**src/rtl/decoded_bit_packer.sv**
```systemverilog
// Packs the top code_length bits of each decoded word MSB-first into AXI-Stream bytes.
// Defining PACKER_STATS_EN adds the frame_count / byte_count output counters.
module decoded_bit_packer #(
  parameter int IN_WIDTH  = 16,
  parameter int OUT_WIDTH = 8,
  parameter int LEN_WIDTH = 8
) (
  input  logic                 clk,
  input  logic                 s_axis_aresetn,
  input  logic [LEN_WIDTH-1:0] code_length,
  input  logic [IN_WIDTH-1:0]  s_axis_tdata,
  input  logic                 s_axis_tvalid,
  output logic                 s_axis_tready,
  input  logic                 s_axis_tlast,
  output logic [OUT_WIDTH-1:0] m_axis_tdata,
  output logic                 m_axis_tvalid,
  input  logic                 m_axis_tready,
  output logic                 m_axis_tlast,
`ifdef PACKER_STATS_EN
  output logic [15:0]          frame_count,
  output logic [31:0]          byte_count,
`endif
  output logic [3:0]           m_axis_tuser
);

  localparam int ACC_W = IN_WIDTH + OUT_WIDTH - 1;
  localparam int CNT_W = $clog2(ACC_W + 1);
  localparam int LW    = $clog2(IN_WIDTH + 1);

  logic [ACC_W-1:0] acc;
  logic [CNT_W-1:0] cnt;
  logic [LW-1:0]    len_q;
  logic             frame_start;
  logic             flush_pending;
  logic             had_bits;

  logic             slot_free;
  logic             out_hs;
  logic             in_hs;
  logic [LW-1:0]    len_cur;
  logic [IN_WIDTH-1:0] keep_mask;
  logic [ACC_W-1:0] word_al;
  logic [ACC_W-1:0] acc_mid;
  logic [CNT_W-1:0] cnt_mid;
  logic             last_seen;
  logic             bits_seen;
  logic             load_full;
  logic             load_flush;

  assign slot_free     = !m_axis_tvalid || m_axis_tready;
  assign out_hs        = m_axis_tvalid && m_axis_tready;
  assign s_axis_tready = (cnt < CNT_W'(OUT_WIDTH)) && !flush_pending &&
                         !(m_axis_tvalid && !m_axis_tready);
  assign in_hs         = s_axis_tvalid && s_axis_tready;

  always_comb begin
    len_cur = len_q;
    if (frame_start) begin
      if (code_length > LEN_WIDTH'(IN_WIDTH)) len_cur = LW'(IN_WIDTH);
      else                                    len_cur = code_length[LW-1:0];
    end
    keep_mask = ~({IN_WIDTH{1'b1}} >> len_cur);
    // New bits land directly below the cnt bits already held; lower bits stay zero.
    word_al   = {s_axis_tdata & keep_mask, {(OUT_WIDTH-1){1'b0}}};
    acc_mid   = acc;
    cnt_mid   = cnt;
    if (in_hs) begin
      acc_mid = acc | (word_al >> cnt);
      cnt_mid = cnt + CNT_W'(len_cur);
    end
    last_seen  = flush_pending || (in_hs && s_axis_tlast);
    bits_seen  = had_bits || (in_hs && (len_cur != '0));
    load_full  = slot_free && (cnt_mid >= CNT_W'(OUT_WIDTH));
    // A tail byte is only emitted once no byte carrying tlast is still outstanding.
    load_flush = !load_full && slot_free && flush_pending &&
                 !(out_hs && m_axis_tlast) && (cnt < CNT_W'(OUT_WIDTH)) &&
                 ((cnt != '0) || !had_bits);
  end

  always_ff @(posedge clk or negedge s_axis_aresetn) begin
    if (!s_axis_aresetn) begin
      acc           <= '0;
      cnt           <= '0;
      len_q         <= '0;
      frame_start   <= 1'b1;
      flush_pending <= 1'b0;
      had_bits      <= 1'b0;
      m_axis_tdata  <= '0;
      m_axis_tvalid <= 1'b0;
      m_axis_tlast  <= 1'b0;
      m_axis_tuser  <= '0;
    end else begin
      if (in_hs) begin
        frame_start <= s_axis_tlast;
        if (frame_start) len_q <= len_cur;
      end

      if (in_hs && s_axis_tlast)        flush_pending <= 1'b1;
      else if (out_hs && m_axis_tlast)  flush_pending <= 1'b0;

      had_bits <= (out_hs && m_axis_tlast) ? 1'b0 : bits_seen;

      if (load_full) begin
        m_axis_tdata  <= acc_mid[ACC_W-1 -: OUT_WIDTH];
        m_axis_tuser  <= 4'(OUT_WIDTH);
        m_axis_tlast  <= last_seen && (cnt_mid == CNT_W'(OUT_WIDTH));
        m_axis_tvalid <= 1'b1;
        acc           <= acc_mid << OUT_WIDTH;
        cnt           <= cnt_mid - CNT_W'(OUT_WIDTH);
      end else if (load_flush) begin
        m_axis_tdata  <= acc[ACC_W-1 -: OUT_WIDTH];
        m_axis_tuser  <= 4'(cnt);
        m_axis_tlast  <= 1'b1;
        m_axis_tvalid <= 1'b1;
        acc           <= '0;
        cnt           <= '0;
      end else begin
        acc <= acc_mid;
        cnt <= cnt_mid;
        if (out_hs) m_axis_tvalid <= 1'b0;
      end
    end
  end

`ifdef PACKER_STATS_EN
  always_ff @(posedge clk or negedge s_axis_aresetn) begin
    if (!s_axis_aresetn) begin
      frame_count <= '0;
      byte_count  <= '0;
    end else if (out_hs) begin
      byte_count <= byte_count + 32'd1;
      if (m_axis_tlast) frame_count <= frame_count + 16'd1;
    end
  end
`endif

endmodule

```
**config.mk**
```make
export PLATFORM = sky130hd
export DESIGN_NAME = decoded_bit_packer
export DESIGN_NICKNAME = d
export VERILOG_FILES = /design/src/rtl/decoded_bit_packer.sv
export SDC_FILE = /design/constraint.sdc
export NUM_CORES = 1
export LEC_CHECK = 0
export CELL_PAD_IN_SITES_DETAIL_PLACEMENT = 0
export CELL_PAD_IN_SITES_GLOBAL_PLACEMENT = 1
export CORE_MARGIN = 4
export CORE_UTILIZATION = 42
export CTS_CLUSTER_SIZE = 20
export DETAILED_ROUTE_END_ITERATION = 16
export PLACE_DENSITY = 0.81
export SLEW_MARGIN = 20
export SYNTH_ARGS = -nofsm -noshare
export SYNTH_HDL_FRONTEND = slang
export SYNTH_SLANG_ARGS = --single-unit
```
**constraint.sdc**
```tcl
create_clock -name clk -period 4 [get_ports clk]
set_input_delay 0.4 -clock clk [delete_from_list [all_inputs] [get_ports clk]]
set_output_delay 0.4 -clock clk [all_outputs]
set_load 0.1 [all_outputs]
```
-- Word-level counts from Yosys, hierarchy flattened
Cells that the tools add are included.
- register bits: 50
- bits of input ports: 29
- logic and storage cells: 73
- multiplexer cells: 20
- bitwise gates (word level): 3
- eq/ne operators: 1
- shift-type cells: 2
- $lt $le $gt $ge: 3
- reduce and logical (&&, ||, !) cells: 32
- add/sub/neg operators: 2
- operators by type and width (operator ; number):
    $mux 23 ; 3
    $mux 5 ; 5
    $or 23x23->23 ; 1
    $shr 23x5->23 ; 1
    $and 16x16->16 ; 1
    $mux 8 ; 2
    $not 16->16 ; 1
    $shr 16x5->16 const A ; 1
    $logic_and 1x1->1 ; 15
    $reduce_bool 5->1 ; 2
    $gt 8x5->1 const B ; 1
    $mux 1 ; 8
    $mux 4 ; 2
    $logic_not 1->1 ; 7
    $add 5x5->5 ; 1
    $eq 5x4->1 const B ; 1
    $ge 5x4->1 const B ; 1
    $lt 5x4->1 const B ; 1
    $sub 5x4->5 const B ; 1
    $logic_or 1x1->1 ; 4
    $reduce_bool 2->1 ; 2
    $reduce_bool 3->1 ; 1
    $reduce_and 2->1 ; 1

-- Logic depth before layout (Yosys ltp)
- word-level depth: 16
- gate-level depth with buffers: 17
- depth with buffers taken out: 14

-- Worst setup path before layout
OpenSTA, ideal clock, no wires.
- kind: reg2out
- start: register m_axis_tvalid
- end: output s_axis_tready
- setup slack: -0.318 ns
- cell stages (with the launch flop): 3
- data arrival time: 3.918 ns
- path through: dfrtp_1 > nor2b_1 > nor4_1
- word-level cells in the longest chain between the ends: 3
- RTL lines (what ; line ; RTL):
    start, declared ; 16 ; output logic m_axis_tvalid,
    start signal, assigned ; 89 ; m_axis_tvalid <= 1'b0;
    start signal, assigned ; 107 ; m_axis_tvalid <= 1'b1;
    start signal, assigned ; 114 ; m_axis_tvalid <= 1'b1;
    $logic_and 1x1->1 ; 53 ; !(m_axis_tvalid && !m_axis_tready);
    $logic_not 1->1 ; 53 ;
    $logic_and 1x1->1 ; 52 ; assign s_axis_tready = (cnt < CNT_W'(OUT_WIDTH)) && !flush_pending &&
    end, declared ; 13 ; output logic s_axis_tready,
No other way between the ends.

-- Worst setup path after layout
- start: register frame_start
- end: register acc[22]
- word-level cells in the longest chain between the ends: 13
- elaborated cells on any way between the ends: 19
- those cells by class: add/sub: 1; order compare: 1; shift: 2; mux: 5; bitwise: 3; reduce/logical: 7
- RTL lines (what ; line ; RTL):
    start, declared ; 33 ; logic frame_start;
    start signal, assigned ; 94 ; frame_start <= s_axis_tlast;
    $mux 5 * ; 58 ; if (frame_start) begin
    net len_cur[0] ; 40 ; logic [LW-1:0] len_cur;
    $add 5x5->5 ; 69 ; cnt_mid = cnt + CNT_W'(len_cur);
    $mux 5 ; 67 ; if (in_hs) begin
    $ge 5x4->1 ; 73 ; load_full = slot_free && (cnt_mid >= CNT_W'(OUT_WIDTH));
    $logic_and 1x1->1 ; 73 ;
    $logic_not 1->1 ; 75 ; load_flush = !load_full && slot_free && flush_pending &&
    $logic_and 1x1->1 (3 in series) ; 75 ;
    $logic_and 1x1->1 (2 in series) ; 76 ; !(out_hs && m_axis_tlast) && (cnt < CNT_W'(OUT_WIDTH)) &&
    $mux 23 ; 110 ; end else if (load_flush) begin
    $mux 23 * ; 103 ; if (load_full) begin
    end signal, assigned ; 108 ; acc <= acc_mid << OUT_WIDTH;
    end signal, assigned ; 118 ; acc <= acc_mid;
    end, declared ; 30 ; logic [ACC_W-1:0] acc;
Mark *: on every way through the listed nets, which the timed path passes. The rest lies on a longest branch.
A chain may end at the register's enable or synchronous reset.

==> summary by stage <==
Clock network
No sink is reached through more buffers than the 2 on the longest clock path. After clock tree synthesis, the clock-pin slew on the worst setup and hold paths is about 0.1 ns. Once the clock tree was built, the setup fixing pass inserted 0 buffers.

The number of CTS-inserted buffers is 5. The post-CTS resize count is 0. The CTS tree is yes.

The clock net sink count is 50. The clock latency reported for the late side of the worst-skew pair is 0.30 ns. Hold repair after CTS inserted 0 buffers.

The cell at the root of the clock tree is clkbuf_8. The level count of the clock H-tree is 2.

Layout
The area added between synthesis and finish is 21.8%. Cells with a size suffix above 1 make up between 10% and 20% of the layout. Across the whole layout, storage elements account for 1250 µm².

The number of antenna diodes in the final layout is 0. The net count reported at finish is 468. Summing all multi-input logic gate instances after layout gives a little under 2000 µm². The count of fill cells added during filler insertion is around 750.

At the end of the flow the core is filled with cells to 52.7%.

Power
Per report_power, the combinational group accounts for 59.9% of the total. The worst-case IR drop observed on VDD is about 0.63 mV. Cell internal power was estimated by the tool at around 0.0014 W. For this design the total switching power over the nets is approximately 0.0015 W.

Per report_power, the sequential group accounts for 27.8% of the total. The switching part of the total power is 51.6%. The clock group share of total power is 12.3%. The analysis attributes to cell leakage a power of 1.71 nW.

The power density relative to cell area is 728 nW/µm².

Critical path
Of all nets on the critical path, the largest fanout is 17. The family with the most delay on the worst path is simple AND/OR/NAND/NOR gates. The element type at the critical path end is a register. The worst reg2reg path depth is 15. For this design, the slowest cell found on the critical path is dfstp_2. The number of cells on the critical path is 15. Counting both buffers and inverters, the worst setup path holds a total of 2. The arrival time at the worst endpoint is 3.96 ns. The required time at the worst-slack endpoint is 4.22 ns. The signal on the critical path passes through nor2b_1 -> a31oi_1 -> inv_1 -> ha_1 -> fa_1 -> a21o_1 -> a21oi_1 -> xor2_1 -> nor2_1 -> nor2_1 -> ha_1 -> and2_1 -> buf_12 -> or3_1 -> o21ai_0. The worst setup path is launched from a register. The critical path is of the register to register type. On the worst path, the slowest cell contributes a delay of between 0.7 and 0.8 ns.

Global routing
The first global-routing pass estimated 17200 µm of wire. The global-route total usage across every layer is 22.0%. The via count of the first global-routing pass is 3267. The pin count of the biggest net entering global routing is 51. The number of antenna violations at the first check in global routing is 0. After global routing the overflow that remains totals 0.

Worst hold path
The type of the tightest min-delay check is input port to asynchronous set/reset pin.

Yosys
Ranked by instance count, the synthesized netlist is headed by 49 x dfrtp_1, 39 x nand2_1, 35 x nor2_1. After synthesis, the mean cell area works out to a little under 9 µm². The proportion of register bits with asynchronous set or reset after synthesis is 100%. The count of flip-flops with a built-in enable after synthesis is 0. The library cell with the highest instance count after synthesis is dfrtp_1.

By area the synthesized netlist is led by dfrtp_1 37%, a21oi_1 4.8%, nand2_1 4.4%, nor2_1 3.9%, a31oi_1 3.4%. The number of instances in the synthesized netlist is slightly below 400. The synthesized design contains 50 register bits. The netlist uses 73 different library cells. The dominant cell type by area after synthesis is dfrtp_1.

Sequential cells were found to cover 37.4% of the synthesized design area. The synthesized netlist net count is 420. The post-synthesis cell area is roughly 3300 µm². Of the post-synthesis cell area, the dominant cell type holds between 30% and 40%. The Yosys step of the flow raised 0 warnings. The commonest register cell after synthesis is dfrtp_1.

Floorplan
The die covers 9460 µm². The core region is 7730 µm². The die height is between 90 and 100 µm. The number of top-level pins is 44. The floorplan step set the die width to 97.3 µm. The standard-cell row count is 32. The initial utilization of the core area, before any placement, comes to between 40 and 50%.

Route
In this run the remaining antenna-violating nets after routing total 0. After detailed routing, the number of remaining DRC violations is 0. Wires add up to 10100 µm. The final route contains 3262 vias.

Using the TritonRoute via totals, the vias-per-cell ratio works out to ~6. The iteration count of the initial detailed-routing pass is 4. The average detailed-routed wire length per instance is 18.9 µm.

The initial detailed-routing violation count is 230.

Timing
For this run, the top clock speed supported by timing is about 270 MHz. Measured against its own limit, the worst slew margin works out to roughly 34%. Setup repair after global routing left no endpoint under its margin. The clock skew is 0.00862 ns. The final setup violation count is 0.

Of the available clock period, the critical path in the final layout requires between 90% and 100%. The routed design could run at a clock period as short as ~3.7 ns. The minimum hold slack is 0.193 ns. The final max-slew violation count was 0.

The setup total negative slack is 0 ns. The count of final hold-check violations came to 0. The measured slew at the worst slew-check pin is slightly below 1 ns.

Place
The global placement routability congestion is 0.931. Detailed placement finished with a half-perimeter wire length of 7610 µm. The number of input and output port buffers inserted is 43.

Run
Across the run, the number of max-cap violations was 0.

Status
The flow ran to the end, and the final reports show no timing, DRC or antenna violations.
through the flow:
step	worst slack [ns]	area [µm²]	power, W	std cells
floorplan	0.440	3350	0.00213	385
global placement	0.245	3960	0.00259	528
detailed placement	0.146	3960	0.00260	528
CTS	0.249	4080	0.00297	536
global route	0.00370	4080	0.00317	536
finish	0.255	4080	0.00297	536
layer usage:
layer | track usage [%] | routed length [µm] | vias to the layer above
li1 | - | - | 1563
met1 | 30.6 | 4680 | 1579
met2 | 35.1 | 4680 | 104
met3 | 4.45 | 536 | 16
met4 | 5.75 | 218 | 0
met5 | 0 | 0 | -
layout by cell type, fill, tap and decap left out, types with 12 or more instances in the layout:
cell             synthesis  final
nand2_1                 39     39
nor3_1                  12     12
buf_4                    1     22
dfrtp_1                 49     49
o21ai_0                 17     17
clkdlybuf4s50_1          0     41
a31oi_1                 18     18
o22ai_1                 14     14
a21oi_1                 32     32
nor2_1                  35     35
path summary, 6_finish.rpt:
kind	start	to	slack, ns
setup / recovery	frame_start$_DFFE_PN1P_	acc[22]$_DFF_PN0_	0.26
hold / removal	s_axis_aresetn	len_q[0]$_DFFE_PN0P_	0.19
hold reg to reg	acc[0]$_DFF_PN0_	acc[0]$_DFF_PN0_	0.50
setup reg to reg	frame_start$_DFFE_PN1P_	acc[22]$_DFF_PN0_	0.26
min in group clk	acc[0]$_DFF_PN0_	acc[0]$_DFF_PN0_	0.50
max in group asynchronous	s_axis_aresetn	cnt[1]$_DFF_PN0_	3.37
area by class of cell:
type | instances | share of cell area, %
Inverter | 11 | 1.01
Sequential cell | 50 | 30.7
Multi-Input combinational cell | 300 | 47.6
Timing Repair Buffer | 65 | 14.7
Tap cell | 102 | 3.13
Clock buffer | 5 | 1.69
Clock inverter | 3 | 1.07
power groups by stage:
stage                     sequential, W  clock [W]  combinational [W]
after global placement         0.000835          0            0.00176
after detailed placement       0.000834          0            0.00176
after CTS                      0.000824   0.000372            0.00178
after floorplan                 0.00114          0           0.000993
final                          0.000824   0.000365            0.00178
after global routing           0.000852   0.000399            0.00191
logic make-up after synthesis:
family | Yosys count | share of synthesized area [%]
DFF | 50 | 37.4
adders and majority gates | 6 | 2.47
AOI/OAI and AO/OA | 151 | 32.7
xor gates and xnor gates | 2 | 0.523
and+or+nand+nor | 134 | 19.8
buffers and inverters | 35 | 4.79
muxes | 7 | 2.28
sequential cells by signal, summed over array words and instances, names as in the netlist:
register       flops
m_axis_tlast       1
cnt                5
frame_start        1
m_axis_tuser       4
m_axis_tvalid      1
flush_pending      1
acc               23
m_axis_tdata       8
len_q              5
had_bits           1
No activity file was read; power rests on OpenSTA's default activity.
==> patch 1: new RTL, same flow settings <==
Build with the macro `PACKER_STATS_EN` defined.
--- a/src/rtl/decoded_bit_packer.sv
+++ b/src/rtl/decoded_bit_packer.sv
@@ -1,4 +1,6 @@
 // Packs the top code_length bits of each decoded word MSB-first into AXI-Stream bytes.
 // Defining PACKER_STATS_EN adds the frame_count / byte_count output counters.
+`define PACKER_STATS_EN
+
 module decoded_bit_packer #(
   parameter int IN_WIDTH  = 16,
Function (old outputs only; new: byte_count and frame_count): kept (Yosys induction, for registers that start in step).
==> patch 1 against the original RTL <==
- wire length increased by 48%
- worst setup slack better by 20 ps
- final area up 70%
- sequential cell count increased by 48
- power is 56% higher
- synthesized area up 68%
- clock power grew to 2.6 times the old value
- utilization grew 1.3 points
- critical path type unchanged
- highest routed layer unchanged
==> patch 1: results (changes against the original RTL) <==
Power and ir drop
  • Peak supply drop: 0.707 mV (+13%)
  • Net Sw Power: 2.20 mW (+44%)
  • P_leak: 2.89 nW (+69%)

STA
  • Hold slack: 120 ps (-72.8 ps)
  • Minimum clock period: 3720 ps (-20.1 ps)
  • Max-slew headroom: 33.1% (-0.97 points)
  • Setup TNS: 0 ps (unchanged)
  • Layout Skew: 4.05 ps (-4.58 ps)

Clock network
  • Clock transition at the registers of the reported paths: 60 ps (-40 ps)
  • Post-CTS Setup Inserts: 0 (unchanged)
  • CTS buffer count: 9 (+4)
  • Worst-Skew Late Latency: 340 ps (+40 ps)
  • Root Buffer: clkbuf_16
  • Max clock buf depth: 2 (unchanged)
  • H-Tree Depth: 3 (+1)

Setup path
  • CP peak stage delay: 640 ps (-80 ps)
  • Max FO, Critical Path: 11 (-6)
  • Worst EP arrival: 4000 ps (+40 ps)
  • CP endpoint: m_axis_tuser[1]$_DFFE_PN0P_
  • Delay-heaviest family, CP: compound AO/OA/AOI/OAI gates
  • Setup slack, reg-to-reg: 280 ps (+20 ps)
  • Worst reg2reg path depth: 14 (-1)

GRT
  • Largest net degree at the start of global routing: 61 (+20%)
  • GR Util met3: 4.12% (-0.33 points)
  • Vias in the first global route: 4,794 (+47%)
  • First-pass GRT wire length: 24,400 um (+42%)
  • Total track usage: 20.3% (-1.8 points)
  • Met1 GRT Util: 27.9% (-2.7 points)
  • Met2 usage: 32.0% (-3.1 points)

Synthesis
  • Compound-Gate Fraction of Synth Area: 21.0% (-12 points)
  • Post-synthesis xor/xnor area fraction: 7.50% (+7.0 points)
  • Synthesized instance count: 563 (+46%)
  • Most frequent cells after synthesis: dfrtp_1 (97), nand2_1 (69), nor2_1 (41)
  • Mux contribution to synthesized area: 2.41% (+0.13 points)
  • Top area cells in the synthesized netlist: dfrtp_1 (43%), xnor2_1 (5.6%), nand2_1 (4.6%)
  • Post-synthesis adder-cell area fraction: 1.92% (-0.55 points)
  • Netlist cell types: 85 (+16%)
  • Post-Syn Nets: 600 (+43%)
  • Post-synthesis sequential area ratio: 43.8% (+6.3 points)
  • Top FF cell, synth: dfrtp_1

Layout
  • Biggest regs: byte_count (32), acc (23), frame_count (16)
  • Post-Layout Cell Count: 828 (+54%)
  • Final nets: 689 (+47%)
  • Layout cells sized above 1: 10.7% (-1.3 points)
  • Number of fill cells: 1,169 (+57%)
  • # diodes: 0 (unchanged)

Detailed routing
  • Routed WL: 15,000 um (+48%)
  • DRT Pass-1 Iters: 7 (+3)
  • DR vias/cell: 5.71 (-6.2%)
  • 1st-iter DRT viols: 390 (+70%)

Placed design
  • Dpl ws: -24.0 ps (-171 ps)
  • Placed Cells: 813 (+54%)
  • GP Congestion: 0.973 (+4.6%)
  • PortBufs: 91 (+110%)
  • DP Wirelength: 11,200 um (+47%)
  • Placed instance area: 6600 sq um (+66%)

Outcome
  • Status: complete, no violations
## patch 1: changes by cell type after synthesis, sizes merged, moves of 6 or more
cell,unedited run,this run
nand4,1,14
nor3,13,19
xor2,2,12
a31oi,18,12
nand3,6,17
xnor2,0,36
nand2,40,69
nor2,35,41
a221oi,9,2
dfrtp,49,97
and3,3,11
## patch 1: layout make-up
| class | instances | area [sq um] | share of cell area, % |
|---|---|---|---|
| timing repair buffer | 105 | 1010 | 14.6 |
| tap | 172 | 215 | 3.11 |
| inverter | 13 | 48.8 | 0.705 |
| clock inverter | 5 | 86.3 | 1.25 |
| multi-input combinational | 425 | 2870 | 41.5 |
| sequential | 98 | 2450 | 35.4 |
| clock buffer | 10 | 239 | 3.45 |
## patch 1: kinds of logic (layout without fill, tap and decap cells)
kind of cell / Yosys count / count (layout)
AND/OR/NAND/NOR: 205 / 205
AO/OA/AOI/OAI: 151 / 151
flip-flops: 98 / 98
XOR/XNOR: 48 / 48
buffers and inverters: 40 / 133
multiplexers: 13 / 13
adder cells (fa/ha/maj): 8 / 8
## patch 1: metal layers
layer / wire, um / vias up / part of all wire, %
li1: - / 2260 / -
met1: 6830 / 2303 / 46
met2: 7090 / 146 / 47
met3: 792 / 20 / 5.3
met4: 257 / 0 / 1.7
met5: 0 / - / 0
## patch 1: power groups by stage
| stage | combinational, mW | clock [mW] | sequential, mW |
|---|---|---|---|
| CTS | 2.26 | 0.957 | 1.43 |
| global route | 2.42 | 0.999 | 1.46 |
| finish | 2.27 | 0.937 | 1.43 |
| detailed placement | 2.26 | 0 | 1.44 |
| floorplan | 1.10 | 0 | 2.08 |
| global placement | 2.23 | 0 | 1.43 |
==> patch 2: new RTL, same flow settings <==
Made on the original files. `OUT_WIDTH`: 8 -> 4.
--- a/src/rtl/decoded_bit_packer.sv
+++ b/src/rtl/decoded_bit_packer.sv
@@ -3,5 +3,5 @@
 module decoded_bit_packer #(
   parameter int IN_WIDTH  = 16,
-  parameter int OUT_WIDTH = 8,
+  parameter int OUT_WIDTH = 4,
   parameter int LEN_WIDTH = 8
 ) (
Ports: changed (resized m_axis_tdata); port bits go from 44 to 40. The function was not compared with the original's and may differ.
==> patch 2 against the original RTL <==
- final area down 11%
- wire length down 16%
- worst hold slack better by 39 ps
- sequential share of layout area down 1.7 points
- power down 24%
- sequential cell count down 8
- non-clock buffer count down 8
- synthesized area down 12%
- worst setup slack better by 58 ps
- critical path type is now in -> reg
- largest cell class unchanged
==> patch 2: results (changes against the original RTL) <==
Outcome
  • Status: complete, no violations

Detailed routing
  • Routed WL: 8550 um (-16%)
  • Metal2 WL: 4010 um (-14%)
  • 1st-iter DRT viols: 250 (+8.7%)
  • DR vias/cell: 5.98 (-1.8%)
  • Met1 wire length: 4090 um (-13%)
  • Routed length on met3: 318 um (-41%)

Synthesis
  • Post-synthesis adder-cell area fraction: 3.23% (+0.76 points)
  • Netlist cell types: 81 (+11%)
  • Mux contribution to synthesized area: 1.70% (-0.58 points)
  • Compound-Gate Fraction of Synth Area: 33.1% (+0.37 points)
  • Post-Syn Nets: 361 (-14%)
  • Top area cells in the synthesized netlist: dfrtp_1 (35%), nand2_1 (4.0%), o21ai_0 (3.1%)
  • Top FF cell, synth: dfrtp_1
  • Post-synthesis sequential area ratio: 35.8% (-1.7 points)
  • Most frequent cells after synthesis: dfrtp_1 (41), nand2_1 (31), o21ai_0 (18)
  • Mean Syn Cell Area: 9.05 sq um (+4.2%)
  • Post-synthesis xor/xnor area fraction: 0.893% (+0.37 points)

GRT
  • Largest net degree at the start of global routing: 43 (-16%)
  • First-pass GRT wire length: 14,300 um (-17%)
  • GR Util met3: 3.45% (-1.0 points)
  • Met2 usage: 32.8% (-2.3 points)
  • Vias in the first global route: 2,780 (-15%)
  • Met1 GRT Util: 30.5% (-0.15 points)
  • Total track usage: 21.1% (-0.88 points)

STA
  • Fin worst setup slack: 313 ps (+57.6 ps)
  • Hold slack: 231 ps (+38.5 ps)
  • Max-slew headroom: 34.7% (+0.66 points)
  • Layout Skew: 6.88 ps (-1.75 ps)

Setup path
  • Max FO, Critical Path: 6 (-11)
  • Reg2reg end: m_axis_tdata[2]$_DFFE_PN0P_
  • Setup slack, reg-to-reg: 320 ps (+60 ps)
  • Worst reg2reg path depth: 14 (-1)
  • Worst EP arrival: 3880 ps (-80 ps)
  • CP Launch Point: code_length[7]
  • Type of the worst setup path: in -> reg

Power and ir drop
  • Peak supply drop: 0.361 mV (-42%)
  • Sequential Power Share: 28.3% (+0.5 points)
  • Int Power: 1.16 mW (-19%)
  • Logic power comb: 1.26 mW (-29%)
  • P_leak: 1.48 nW (-13%)
  • Seq group: 0.636 mW (-23%)

Clock network
  • Post-CTS Setup Inserts: 0 (unchanged)
  • Max clock buf depth: 2 (unchanged)

Layout
  • Max reg flops: 19 (-17%)
  • Biggest regs: acc (19), cnt (5), len_q (5)
  • Number of fill cells: 653 (-12%)
  • Final nets: 405 (-13%)
  • Layout cells sized above 1: 14.9% (+2.9 points)

Placed design
  • Placed instance area: 3500 sq um (-12%)
  • Dpl ws: 3.26 ps (-143 ps)
  • Placed Cells: 458 (-13%)
  • DP Wirelength: 6470 um (-15%)
  • GP Congestion: 0.879 (-5.6%)
  • PortBufs: 39 (-9.3%)

Hold path
  • Min-Delay Path Class: in -> async
patch 2: cell types whose count changed in the layout (fill, tap and decap cells not counted), moves of 5 or more:
cell     change
nor2_1      -20
nand3_1      +5
nand2_1      -8
a31oi_1     -11
dfrtp_1      -8
a21oi_1     -20
patch 2: layout make-up:
| class | instances | area, sq um | share of cell area, % |
|---|---|---|---|
| timing repair buffer | 57 | 531 | 14.7 |
| inverter | 12 | 45.0 | 1.24 |
| multi-input combinational | 251 | 1760 | 48.7 |
| sequential | 42 | 1050 | 29.1 |
| clock buffer | 6 | 72.6 | 2.00 |
| tap | 96 | 120 | 3.32 |
| clock inverter | 2 | 37.5 | 1.04 |
patch 2: critical path: stages:
cell             delay, ps
clkdlybuf4s50_1        460
nor4_4                 440
a31o_2                 230
ha_1                   220
a211oi_1               290
or3b_1                 190
a31oi_2                110
ha_1                   230
nor3b_1                140
nand4_1                120
o211ai_1               130
a2111o_1               500
nand2b_4               190
o221a_1                240
